$ cat config.mk
export PLATFORM = sky130hd
export DESIGN_NAME = sobel_pack_writer
export DESIGN_NICKNAME = d
export VERILOG_FILES = /design/src/rtl/sobel_pack_writer.sv
export SDC_FILE = /design/constraint.sdc
export NUM_CORES = 1
export LEC_CHECK = 0
export ABC_AREA = 1
export CORE_ASPECT_RATIO = 1.1
export CORE_MARGIN = 1.5
export CORE_UTILIZATION = 50
export DETAILED_ROUTE_END_ITERATION = 10
export PLACE_DENSITY = 0.83
export SLEW_MARGIN = 20
export SYNTH_ARGS = -nofsm -noshare
export SYNTH_HDL_FRONTEND = slang
export SYNTH_SLANG_ARGS = --single-unit
$ cat constraint.sdc
create_clock -name clk -period 2.7 [get_ports clk]
set_input_delay 0.54 -clock clk [delete_from_list [all_inputs] [get_ports clk]]
set_output_delay 0.54 -clock clk [all_outputs]
set_load 0.02 [all_outputs]
$ cat src/rtl/sobel_pack_writer.sv
// sobel_pack_writer
//   Packs a stream of filtered pixel bytes into 64-bit SRAM words and writes
//   them to consecutive addresses starting at a latched base address.
//   Byte k of a word is placed at data[63-8k -: 8], so the first byte received
//   is the most significant. A flush pulse writes a partially filled word,
//   with its unfilled low bytes padded with zeros.
//
// Parameters
//   ROW_WORDS  64-bit words per image row; colPos counts modulo this value
//   ADDR_W     write address width
//
// Ports
//   clk        clock, all logic on the rising edge
//   reset      synchronous active-high reset
//   startEn    one-cycle start pulse; samples baseAddr and numWords
//   baseAddr   first word address
//   numWords   number of words to write (0 = none)
//   pixIn      filtered pixel byte
//   pixValid   pixIn valid
//   flush      one-cycle pulse: write the partial word now
//   pixReady   byte accepted when pixValid && pixReady
//   we         one-cycle SRAM write strobe
//   write_addr SRAM write address (holds between writes)
//   data       SRAM write data (holds between writes)
//   colPos     word column of write_addr within the row
//   busy       high while a job is in progress
//   done       one-cycle pulse when the job completes
module sobel_pack_writer #(
  parameter int ROW_WORDS = 256,
  parameter int ADDR_W    = 20
) (
  input  logic              clk,
  input  logic              reset,
  input  logic              startEn,
  input  logic [ADDR_W-1:0] baseAddr,
  input  logic [ADDR_W-1:0] numWords,
  input  logic [7:0]        pixIn,
  input  logic              pixValid,
  input  logic              flush,
  output logic              pixReady,
  output logic              we,
  output logic [ADDR_W-1:0] write_addr,
  output logic [63:0]       data,
  output logic [7:0]        colPos,
  output logic              busy,
  output logic              done
);

  localparam logic [1:0] S_IDLE    = 2'd0;
  localparam logic [1:0] S_COLLECT = 2'd1;
  localparam logic [1:0] S_LAST    = 2'd2;
  localparam logic [1:0] S_DONE    = 2'd3;

  localparam logic [7:0] COL_LAST = 8'(ROW_WORDS - 1);

  logic [1:0]        state;
  logic [ADDR_W-1:0] cur_addr;
  logic [ADDR_W-1:0] word_cnt;
  logic [ADDR_W-1:0] num_words_q;
  logic [7:0]        cur_col;
  logic [2:0]        byte_idx;
  logic [63:0]       acc;

  logic              accept;
  logic              word_full;
  logic              flush_fire;
  logic              word_emit;
  logic [63:0]       word_next;

  assign pixReady = (state == S_COLLECT);
  assign busy     = (state == S_COLLECT) || (state == S_LAST);
  assign done     = (state == S_DONE);

  // Merge the incoming byte into the word being assembled. The accumulator is
  // kept zero in its unfilled lanes, so a flushed word is already padded.
  always_comb begin
    accept    = pixValid && pixReady;
    word_next = acc;
    if (accept) begin
      word_next[{~byte_idx, 3'b000} +: 8] = pixIn;
    end
    word_full  = accept && (byte_idx == 3'd7);
    // A flush with an empty word does nothing; a flush coinciding with the
    // eighth byte merges into that single full-word write.
    flush_fire = flush && (state == S_COLLECT) && (byte_idx != 3'd0);
    word_emit  = word_full || flush_fire;
  end

  always_ff @(posedge clk) begin
    if (reset) begin
      state       <= S_IDLE;
      we          <= 1'b0;
      write_addr  <= '0;
      data        <= '0;
      colPos      <= '0;
      cur_addr    <= '0;
      cur_col     <= '0;
      word_cnt    <= '0;
      num_words_q <= '0;
      byte_idx    <= '0;
      acc         <= '0;
    end else begin
      we <= 1'b0;
      case (state)
        S_IDLE: begin
          if (startEn) begin
            if (numWords != '0) begin
              state       <= S_COLLECT;
              cur_addr    <= baseAddr;
              num_words_q <= numWords;
              word_cnt    <= '0;
              cur_col     <= '0;
              byte_idx    <= '0;
              acc         <= '0;
            end else begin
              state <= S_DONE;
            end
          end
        end
        S_COLLECT: begin
          if (accept) begin
            byte_idx <= byte_idx + 3'd1;
            acc      <= word_next;
          end
          if (word_emit) begin
            we         <= 1'b1;
            data       <= word_next;
            write_addr <= cur_addr;
            colPos     <= cur_col;
            cur_addr   <= cur_addr + ADDR_W'(1);
            cur_col    <= (cur_col == COL_LAST) ? 8'd0 : cur_col + 8'd1;
            acc        <= '0;
            byte_idx   <= '0;
            word_cnt   <= word_cnt + ADDR_W'(1);
            // Stop accepting as soon as the final word is captured so the
            // byte offered in the write cycle is refused.
            if (word_cnt + ADDR_W'(1) == num_words_q) begin
              state <= S_LAST;
            end
          end
        end
        S_LAST: begin
          // The final write strobe is high on entry; move on once it drops.
          if (!we) begin
            state <= S_DONE;
          end
        end
        default: begin
          state <= S_IDLE;
        end
      endcase
    end
  end

endmodule
# [After elaboration in Yosys (flattened, before gate mapping)]
# Cells that the tools add are included.
[op_classes] n_addsub=5 n_eq_ne=12 shifts=2 mux=32 n_bitwise=2 reduce_logical=16
[ops] cell="2-to-1 mux 64 bit" count=5
[ops] cell="case mux 64 bit (2 select lines)" count=1
[ops] cell="2-to-1 mux 20 bit" count=6
[ops] cell="case mux 20 bit (2 select lines)" count=2
[ops] cell="bitwise mux 64 bit" count=1
[ops] cell="variable shift 8 x 8 -> 64 bit, first input constant" count=1
[ops] cell="variable part select 8 x 8 -> 64 bit" count=1
[ops] cell="adder 20 x 1 -> 20 bit, second input constant" count=2
[ops] cell="2-to-1 mux 8 bit" count=4
[ops] cell="equality test 20 bit" count=1
[ops] cell="nonzero test 20 bit" count=1
[ops] cell="case mux 8 bit (2 select lines)" count=1
[ops] cell="2-to-1 mux 3 bit" count=4
[ops] cell="AND reduction 4 bit" count=3
[ops] cell="2-to-1 mux 2 bit" count=5
[ops] cell="adder 8 x 1 -> 8 bit, second input constant" count=1
[ops] cell="equality test 8 bit, second input constant" count=1
[ops] cell="negator 6 -> 8 bit" count=1
[ops] cell="inequality test 2 bit, second input constant" count=3
[ops] cell="case mux 2 bit (3 select lines)" count=1
[ops] cell="case mux 3 bit (2 select lines)" count=1
[ops] cell="equality test 2 bit, second input constant" count=2
[ops] cell="logical AND 1 bit" count=4
[ops] cell="inequality test 2 x 1 -> 1 bit, second input constant" count=2
[ops] cell="other kinds (14)" count=15
[totals] register_bits=230 in_bits=53 elab_cells=80

# [Logic depth before layout (Yosys ltp)]
# Gate-level depths: netlist of the first run.
[depth] ltp_word=8 ltp_mapped=17 mapped_depth_nobuf=17

# [Least setup slack after synthesis of the first run]
# No wires, ideal clock.
[synth_timing] path_kind="reg2reg" start="reg state[1]" end="reg acc[16]" setup_ps=116 t_arrival_ps=2020 t_required_ps=2584 path_slack_ps=564 path_stages_with_launch=13 path_buffers=3 synth_period_minus_slack_ps=2136 path_cell_list="dfxtp_1 > inv_1 > ha_1 > buf_2 > nand3_1 > nand2_2 > nor2_4 > inv_2 > o21ai_2 > inv_2 > buf_6 > buf_2 > o211a_1"
[synth_via] elab_chain_len=6 word_cells_on_any_way=16
[synth_rtl] element="from (decl)" line="56" source="logic [1:0] state;"
[synth_rtl] element="from (signal assigned)" line="91" source="state <= S_IDLE;"
[synth_rtl] element="from (signal assigned)" line="108" source="state <= S_COLLECT;"
[synth_rtl] element="from (signal assigned)" line="116" source="state <= S_DONE;"
[synth_rtl] element="equality test 2 x 1 -> 1 bit (*)" line="70" source="assign pixReady = (state == S_COLLECT);"
[synth_rtl] element="via pixReady" line="40" source="output logic pixReady,"
[synth_rtl] element="logical AND 1 bit (on tied branches)" line="77, 85"
[synth_rtl] element="2-to-1 mux 64 bit (tied with other cells)" line="79" source="if (accept) begin"
[synth_rtl] element="2-to-1 mux 64 bit / logical OR 1 bit (equally long branches)" line="121, 86"
[synth_rtl] element="2-to-1 mux 64 bit / inequality test 3 x 1 -> 1 bit (equally long branches)"
[synth_rtl] element="case mux 64 bit (2 select lines) / AND reduction 4 bit (equally long branches)"
[synth_rtl] element="to (signal assigned)" line="123" source="acc <= word_next;"
[synth_rtl] element="to (decl)" line="62" source="logic [63:0] acc;"
# Mark *: on every way through the listed nets, which the timed path passes. The rest lies on a longest branch. The select of a mux whose other input is x is not followed.
# A chain may end at the register's enable or synchronous reset.

# [Final worst setup path of the first run]
[layout_timing] start="reg state[0]" end="out busy"
[layout_via] elab_chain_len=2 word_cells_on_any_way=3
[layout_rtl] element="equality test 2 x 1 -> 1 bit / equality test 2 bit (equally long branches)" line="71" source="assign busy = (state == S_COLLECT) || (state == S_LAST);"
[layout_rtl] element="logical OR 1 bit (*)" line="71"
[layout_rtl] element="to (decl)" line="45" source="output logic busy,"
# Every way passes the cells marked *; elsewhere a longest branch is shown, timed or not.

==> tab_implementation.tex, run 1 <==
\begin{tabular}{lr}
\hline
Metric & Value \\
\hline
\multicolumn{2}{l}{\textbf{STA}} \\
Number of max-slew violations in the final report & 0 \\
Peak Freq & 0.400 GHz \\
Setup\_tns & 0 ps \\
Slew at the pin closest to its max-slew limit & 673 ps \\
Final setup skew & 10.6 ps \\
Setup Viol. Count Final & 0 \\
Final Cycle Share & 92.5\% \\
Clock period minus worst slack & 2500 ps \\
Hold violation count in the final report & 0 \\
Setup repair after global routing missed its margin & false \\
Worst path setup slack after routing & 202 ps \\
Rel. slew slack & 55.1\% \\
\multicolumn{2}{l}{\textbf{Cells and area}} \\
Synthesis-to-layout area growth & 24.6\% \\
Final non-filler cell total & 1,919 \\
Final Cell Area & 0.0135 mm2 \\
Fraction of final layout cells with drive strength greater than 1 & 7.43\% \\
Fin nets & 1,675 \\
Number of diodes added for antenna fixing & 0 \\
\multicolumn{2}{l}{\textbf{Global routing}} \\
Global-route wire length before repair & 47.7 mm \\
Tot GR Track Use & 26.0\% \\
Maximum number of pins on one net before global-route repair & 86 \\
Overflow after GRT & 0 \\
Vias in the first global route & 9,986 \\
Antenna violations before repair & 0 \\
\multicolumn{2}{l}{\textbf{Pwr}} \\
Combinational power share & 41.3\% \\
Pwr per Cell Area & 1060 mW/mm2 \\
Power share of the clock group & 23.7\% \\
Proportion of total power due to net switching & 39.0\% \\
Switching power total & 5.56 mW \\
Pleak & 6.00 nW \\
Maximum resistive drop on vdd & 0.000599 V \\
Internal portion of total power & 8.70 mW \\
Part of the total power dissipated in sequential elements & 35.0\% \\
\multicolumn{2}{l}{\textbf{Floorplan}} \\
Core region area & 0.0213 mm2 \\
Height of the die & 157 um \\
Area of the die & 0.0226 mm2 \\
\# IOs & 149 \\
Number of placement rows & 56 \\
Horiz. Die Dim & 143 um \\
Initial cell density of the core & 50.9\% \\
\multicolumn{2}{l}{\textbf{Worst setup path}} \\
Endpoint required time on the critical path & 2160 ps \\
Stage delay of the slowest cell on the critical path & 650 ps \\
Element type at the critical path start & register \\
Cells traversed along the worst timing path & inv\_1, ha\_1, clkdlybuf4s50\_1 \\
Top cell family by delay on the critical path & buffers and inverters \\
Number of buffer and inverter stages on the critical path & 2 \\
Crit path kind & reg -> out \\
CP max-delay cell & clkdlybuf4s50\_1 \\
Data arrival time of the worst path & 1960 ps \\
Top fanout value on the critical path & 4 \\
Kind of capture point of the worst setup path & output pin \\
\multicolumn{2}{l}{\textbf{Detailed routing}} \\
Detailed-routing iteration count for the pre-antenna-repair pass & 6 \\
Via-per-instance ratio & 5.40 \\
WL per Instance & 15.5 um \\
Total via count after detailed routing & 10,400 \\
Number of nets with antenna violations after detailed routing & 0 \\
Iter 0 DRT Violations & 682 \\
Wire length after detailed routing & 29.7 mm \\
Detailed-route DRC error count & 0 \\
\multicolumn{2}{l}{\textbf{Logic synthesis}} \\
Number of instances in the synthesized netlist & 1,487 \\
Number of enable-type register cells in the synthesized netlist & 0 \\
Cell type contributing the most total cell area after synthesis & dfxtp\_1 \\
Most used flip-flop cell after synthesis & dfxtp\_1 \\
Per-instance average area after synthesis & 7.29 um2 \\
Syn Std Cell Area & 0.0108 mm2 \\
Top-area cell type share of the netlist area & 42.5\% \\
Proportion of synthesized chip area in sequential cells & 42.5\% \\
FFs w/ async S/R, synth & 0\% \\
Post-synthesis register bit count & 230 \\
Area contributors post-synth & dfxtp\_1 (43\%), nand2\_1 (7.9\%), o21ai\_0 (7.7\%), inv\_1 (6.4\%), a21oi\_1 (5.6\%) \\
Count of different cell masters after synthesis & 42 \\
Warnings, synthesis & 0 \\
Mapped Nets & 1,550 \\
\multicolumn{2}{l}{\textbf{Status}} \\
Run status & finished clean \\
\multicolumn{2}{l}{\textbf{Place}} \\
Buffers on Ports & 148 \\
Pre-CTS worst setup slack & -27.3 ps \\
Routability cong. & 0.898 \\
Final HPWL from detailed placement & 20.6 mm \\
Number of cells in the design after placement & 1,876 \\
Placement Cell Area & 0.0127 mm2 \\
\multicolumn{2}{l}{\textbf{Clock tree}} \\
Worst skew pair latency & 520 ps \\
Clock-pin slew on the worst setup and hold paths & 60 ps \\
Number of clock buffers inserted by TritonCTS & 24 \\
Clock tree buffer depth & 3 \\
H-Tree Level Count & 1 \\
Count of buffers added by post-CTS timing repair for setup & 0 \\
Root Buffer & clkbuf\_16 \\
Total of cells resized after clock tree synthesis & 0 \\
TritonCTS clock tree & yes \\
Number of hold buffers added after cts & 0 \\
Count of clock tree sinks & 230 \\
\multicolumn{2}{l}{\textbf{Min path}} \\
Class of the worst hold path & reg -> reg \\
\multicolumn{2}{l}{\textbf{Job}} \\
Total of max-cap violations & 0 \\
\hline
\end{tabular}
[flip-flops by register name, indices dropped and copies added, names as in the netlist]
name	cells
we	1
state	2
colPos	8
cur_col	8
cur_addr	20
word_cnt	20
data	64
byte_idx	3
num_words_q	20
write_addr	20
acc	64
[cell type report]
| cell class | instances | area (um2) |
|---|---|---|
| Fill cell | 1883 | 7800 |
| Inverter | 195 | 734 |
| Clock buffer | 34 | 708 |
| Timing Repair Buffer | 185 | 1850 |
| Tap cell | 290 | 363 |
| Multi-Input combinational cell | 976 | 5130 |
| Sequential cell | 230 | 4610 |
| Clock inverter | 9 | 106 |
[power groups by stage]
stage / sequential, mW / clock (mW) / combinational, mW
5_1_grt: 5.11 / 3.56 / 6.56
2_1_floorplan: 5.20 / 0 / 3.77
6_report: 4.99 / 3.38 / 5.89
3_3_place_gp: 5.00 / 0 / 5.64
4_1_cts: 4.98 / 3.45 / 5.87
3_5_place_dp: 5.04 / 0 / 5.82
[routing by layer]
metal / share of wire [%] / global-route usage (%)
met5: 0 / 0
met4: 4.0 / 11.7
met3: 5.0 / 3.10
met2: 49 / 46.2
met1: 42 / 31.5
[stage by stage]
step                      power (mW)  hold slack [ps]  utilization, %
after detailed placement        10.9              454            59.5
after global routing            15.2              486            63.4
final                           14.3              460            63.4
after floorplan                 8.97              431               -
after CTS                       14.3              465            63.4
after global placement          10.6              446            59.5
[worst paths after layout]
check	start	endpoint	slack, ps	depth (start not counted)
max	state[0]	busy	200	3
min	num_words_q[18]	num_words_q[18]	460	2
max reg2reg	state[1]	cur_addr[11]	340	10
min reg2reg	num_words_q[18]	num_words_q[18]	460	2
[layout by cell type, fill, tap and decap left out, drive strengths merged, types with 34 or more instances in the layout]
cell           synthesis  routed
nand3                 62      62
nand2                233     233
buf                   30      37
clkbuf                56      34
inv                  194     194
a21oi                122     122
o211ai                36      36
clkdlybuf4s50          0     148
nor2                 158     158
o21ai                177     177
a211oi                41      41
dfxtp                230     230
[worst min-delay path, stage by stage (launching register included)]
cell     delay, ps
dfxtp_1        300
inv_1           60
a21oi_1         60
[cell usage after synthesis, types with 4 or more instances]
master      n
a211oi_1   41
a21oi_1   122
a31oi_1     4
buf_1       4
buf_2      20
buf_4       4
clkbuf_1   56
dfxtp_1   230
ha_1       10
inv_1     184
inv_2      10
nand2_1   228
nand2_2     5
nand3_1    61
nand4_1     5
nor2_1    149
nor2_2      7
nor3_1     13
nor4_1      5
o211a_1    27
o211ai_1   36
o21a_1     15
o21ai_0   166
o21ai_1     7
o21ai_2     4
o21bai_1   31
or2_2      10
xnor2_1     6
xor2_1      9
[cells by family after synthesis]
family                   after synthesis  synth area share (%)
adder cells (fa/ha/maj)               10                  1.16
buffers and inverters                281                  10.2
XOR/XNOR                              16                  1.43
AND/OR/NAND/NOR                      490                  19.0
AO/OA/AOI/OAI                        460                  25.7
flip-flops                           230                  42.5
Power figures use the tool's default switching activity.
==> run 2, diff against run 1 <==
Settings changed: TNS_END_PERCENT set to 30.
==> results of run 2 <==
Final layout, timing and power as in run 1 (identical DEF).
==> run 3, diff against run 2 <==
Settings changed: CORE_UTILIZATION 50 to 40, PLACE_DENSITY 0.83 to 0.7.
==> run 3 against run 2 <==
Against the previous run: non-clock buffer count rose by 4; wire length rose by 1.2%; sequential cell count did not move; setup slack barely moved; utilization fell by 12 points; critical endpoint unchanged; via count fell by 1.5%; die area rose by 24%; largest cell class unchanged.
==> tab_implementation.tex, run 3 (synthesis results as in run 1) <==
\begin{tabular}{lr}
\hline
Metric & Value \\
\hline
\multicolumn{2}{l}{\textbf{Pwr}} \\
Internal portion of total power & 9.09 mW \\
Post-route total power & 14.7 mW \\
Proportion of total power due to net switching & 38.3\% \\
Power share of the clock group & 26.3\% \\
Pwr per Cell Area & 1070 mW/mm2 \\
Switching power total & 5.63 mW \\
Pleak & 6.06 nW \\
Combinational power share & 39.9\% \\
Part of the total power dissipated in sequential elements & 33.8\% \\
Maximum resistive drop on vdd & 0.000565 V \\
\multicolumn{2}{l}{\textbf{STA}} \\
Hold violation count in the final report & 0 \\
Setup\_tns & 0 ps \\
Setup Viol. Count Final & 0 \\
Peak Freq & 0.400 GHz \\
Slew at the pin closest to its max-slew limit & 659 ps \\
Number of max-slew violations in the final report & 0 \\
Clock period minus worst slack & 2500 ps \\
Rel. slew slack & 56.0\% \\
Setup repair after global routing missed its margin & false \\
Worst path setup slack after routing & 202 ps \\
Final Cycle Share & 92.5\% \\
Final setup skew & 22.5 ps \\
\multicolumn{2}{l}{\textbf{Cells and area}} \\
Final Cell Area & 0.0138 mm2 \\
Fin nets & 1,681 \\
Commonest non-fill, non-tap cell in the layout & dfxtp\_1 \\
Number of diodes added for antenna fixing & 0 \\
Synthesis-to-layout area growth & 27.0\% \\
Leading cell types in the layout, fill and taps excluded & dfxtp\_1 (230), nand2\_1 (228), inv\_1 (183) \\
Top Registers & acc (64), data (64) \\
Fraction of final layout cells with drive strength greater than 1 & 8.12\% \\
\multicolumn{2}{l}{\textbf{Detailed routing}} \\
Detailed-route DRC error count & 0 \\
Wire length after detailed routing & 30.1 mm \\
Detailed-routing iteration count for the pre-antenna-repair pass & 6 \\
Iter 0 DRT Violations & 752 \\
WL per Instance & 15.1 um \\
Number of nets with antenna violations after detailed routing & 0 \\
Via-per-instance ratio & 5.12 \\
Total via count after detailed routing & 10,200 \\
\multicolumn{2}{l}{\textbf{Clock tree}} \\
Clock-pin slew on the worst setup and hold paths & 60 ps \\
Root Buffer & clkbuf\_16 \\
Number of clock buffers inserted by TritonCTS & 26 \\
Count of clock tree sinks & 230 \\
Number of hold buffers added after cts & 0 \\
Clock tree buffer depth & 3 \\
TritonCTS clock tree & yes \\
H-Tree Level Count & 1 \\
Worst skew pair latency & 540 ps \\
\multicolumn{2}{l}{\textbf{Worst setup path}} \\
Data arrival time of the worst path & 1960 ps \\
Kind of capture point of the worst setup path & output pin \\
Top fanout value on the critical path & 4 \\
Endpoint required time on the critical path & 2160 ps \\
Element type at the critical path start & register \\
Crit path kind & reg -> out \\
\multicolumn{2}{l}{\textbf{Floorplan}} \\
\# IOs & 149 \\
Area of the die & 0.0281 mm2 \\
Height of the die & 176 um \\
Initial cell density of the core & 40.4\% \\
Horiz. Die Dim & 160 um \\
Core region area & 0.0268 mm2 \\
Number of placement rows & 63 \\
\multicolumn{2}{l}{\textbf{Global routing}} \\
Tot GR Track Use & 21.2\% \\
Overflow after GRT & 0 \\
Antenna violations before repair & 0 \\
Global-route wire length before repair & 49.0 mm \\
Maximum number of pins on one net before global-route repair & 87 \\
Vias in the first global route & 9,711 \\
\multicolumn{2}{l}{\textbf{Status}} \\
Run status & finished clean \\
\multicolumn{2}{l}{\textbf{Place}} \\
Placement Cell Area & 0.0128 mm2 \\
Final HPWL from detailed placement & 20.8 mm \\
Pre-CTS worst setup slack & 21.9 ps \\
Buffers on Ports & 148 \\
Routability cong. & 0.933 \\
\multicolumn{2}{l}{\textbf{Min path}} \\
Class of the worst hold path & reg -> reg \\
\multicolumn{2}{l}{\textbf{Job}} \\
Total of max-cap violations & 0 \\
\hline
\end{tabular}
==> run 3: cell types whose count changed in the layout (fill, tap and decap cells not counted), sizes merged <==
cell | previous run | this run
buf | 37 | 42
bufinv | 2 | 5
clkinv | 8 | 6
clkbuf | 34 | 31
clkinvlp | 0 | 7
clkdlybuf4s50 | 148 | 147
==> run 3: power groups by stage <==
stage                     Clock (mW)  Combinational [mW]  Sequential, mW
after global routing            4.10                6.59            5.10
after floorplan                    0                3.77            5.20
after detailed placement           0                5.86            5.03
after CTS                       3.95                5.91            4.97
final                           3.87                5.88            4.98
after global placement             0                5.72            5.01
==> run 3: repair_timing <==
item | 4_1_cts | 5_1_grt
setup endpoints to repair | 0 | 2
hold endpoints to repair | 0 | 0
setup buffers | 0 | 0
resized for setup | 0 | 1
==> run 3: critical path, cell delays in order, from the launching register on <==
cell,delay [ps]
dfxtp_1,390
inv_1,90
ha_1,310
clkdlybuf4s50_1,640
==> run 3: final cells by class <==
type	instances	area (um2)
Fill cell	2607	13000
Multi-Input combinational cell	976	5130
Sequential cell	230	4600
Timing Repair Buffer	189	1880
Inverter	195	734
Clock buffer	31	721
Tap cell	357	447
Clock inverter	17	231
==> run 3: stage by stage <==
stage / hold WS, ps / std cells / util, %
2_1_floorplan: 431 / 1487 / -
3_3_place_gp: 446 / 1947 / 47.8
3_5_place_dp: 451 / 1947 / 47.8
4_1_cts: 461 / 1995 / 51.3
5_1_grt: 481 / 1995 / 51.3
6_report: 461 / 1995 / 51.3
==> run 3: final timing paths <==
| path | from | end | slack (ps) | depth (start not counted) |
|---|---|---|---|---|
| max | state[1] | busy | 200 | 3 |
| min | num_words_q[18] | num_words_q[18] | 460 | 2 |
| max reg2reg | word_cnt[0] | state[1] | 300 | 14 |
| min reg2reg | num_words_q[18] | num_words_q[18] | 460 | 2 |
==> run 3: per-layer routing <==
metal,wire length [um],vias up,GRT usage (%)
li1,-,5190,-
met1,12800,4715,25.6
met2,14800,251,38.3
met3,1540,61,3.45
met4,865,0,7.20
met5,0,-,0
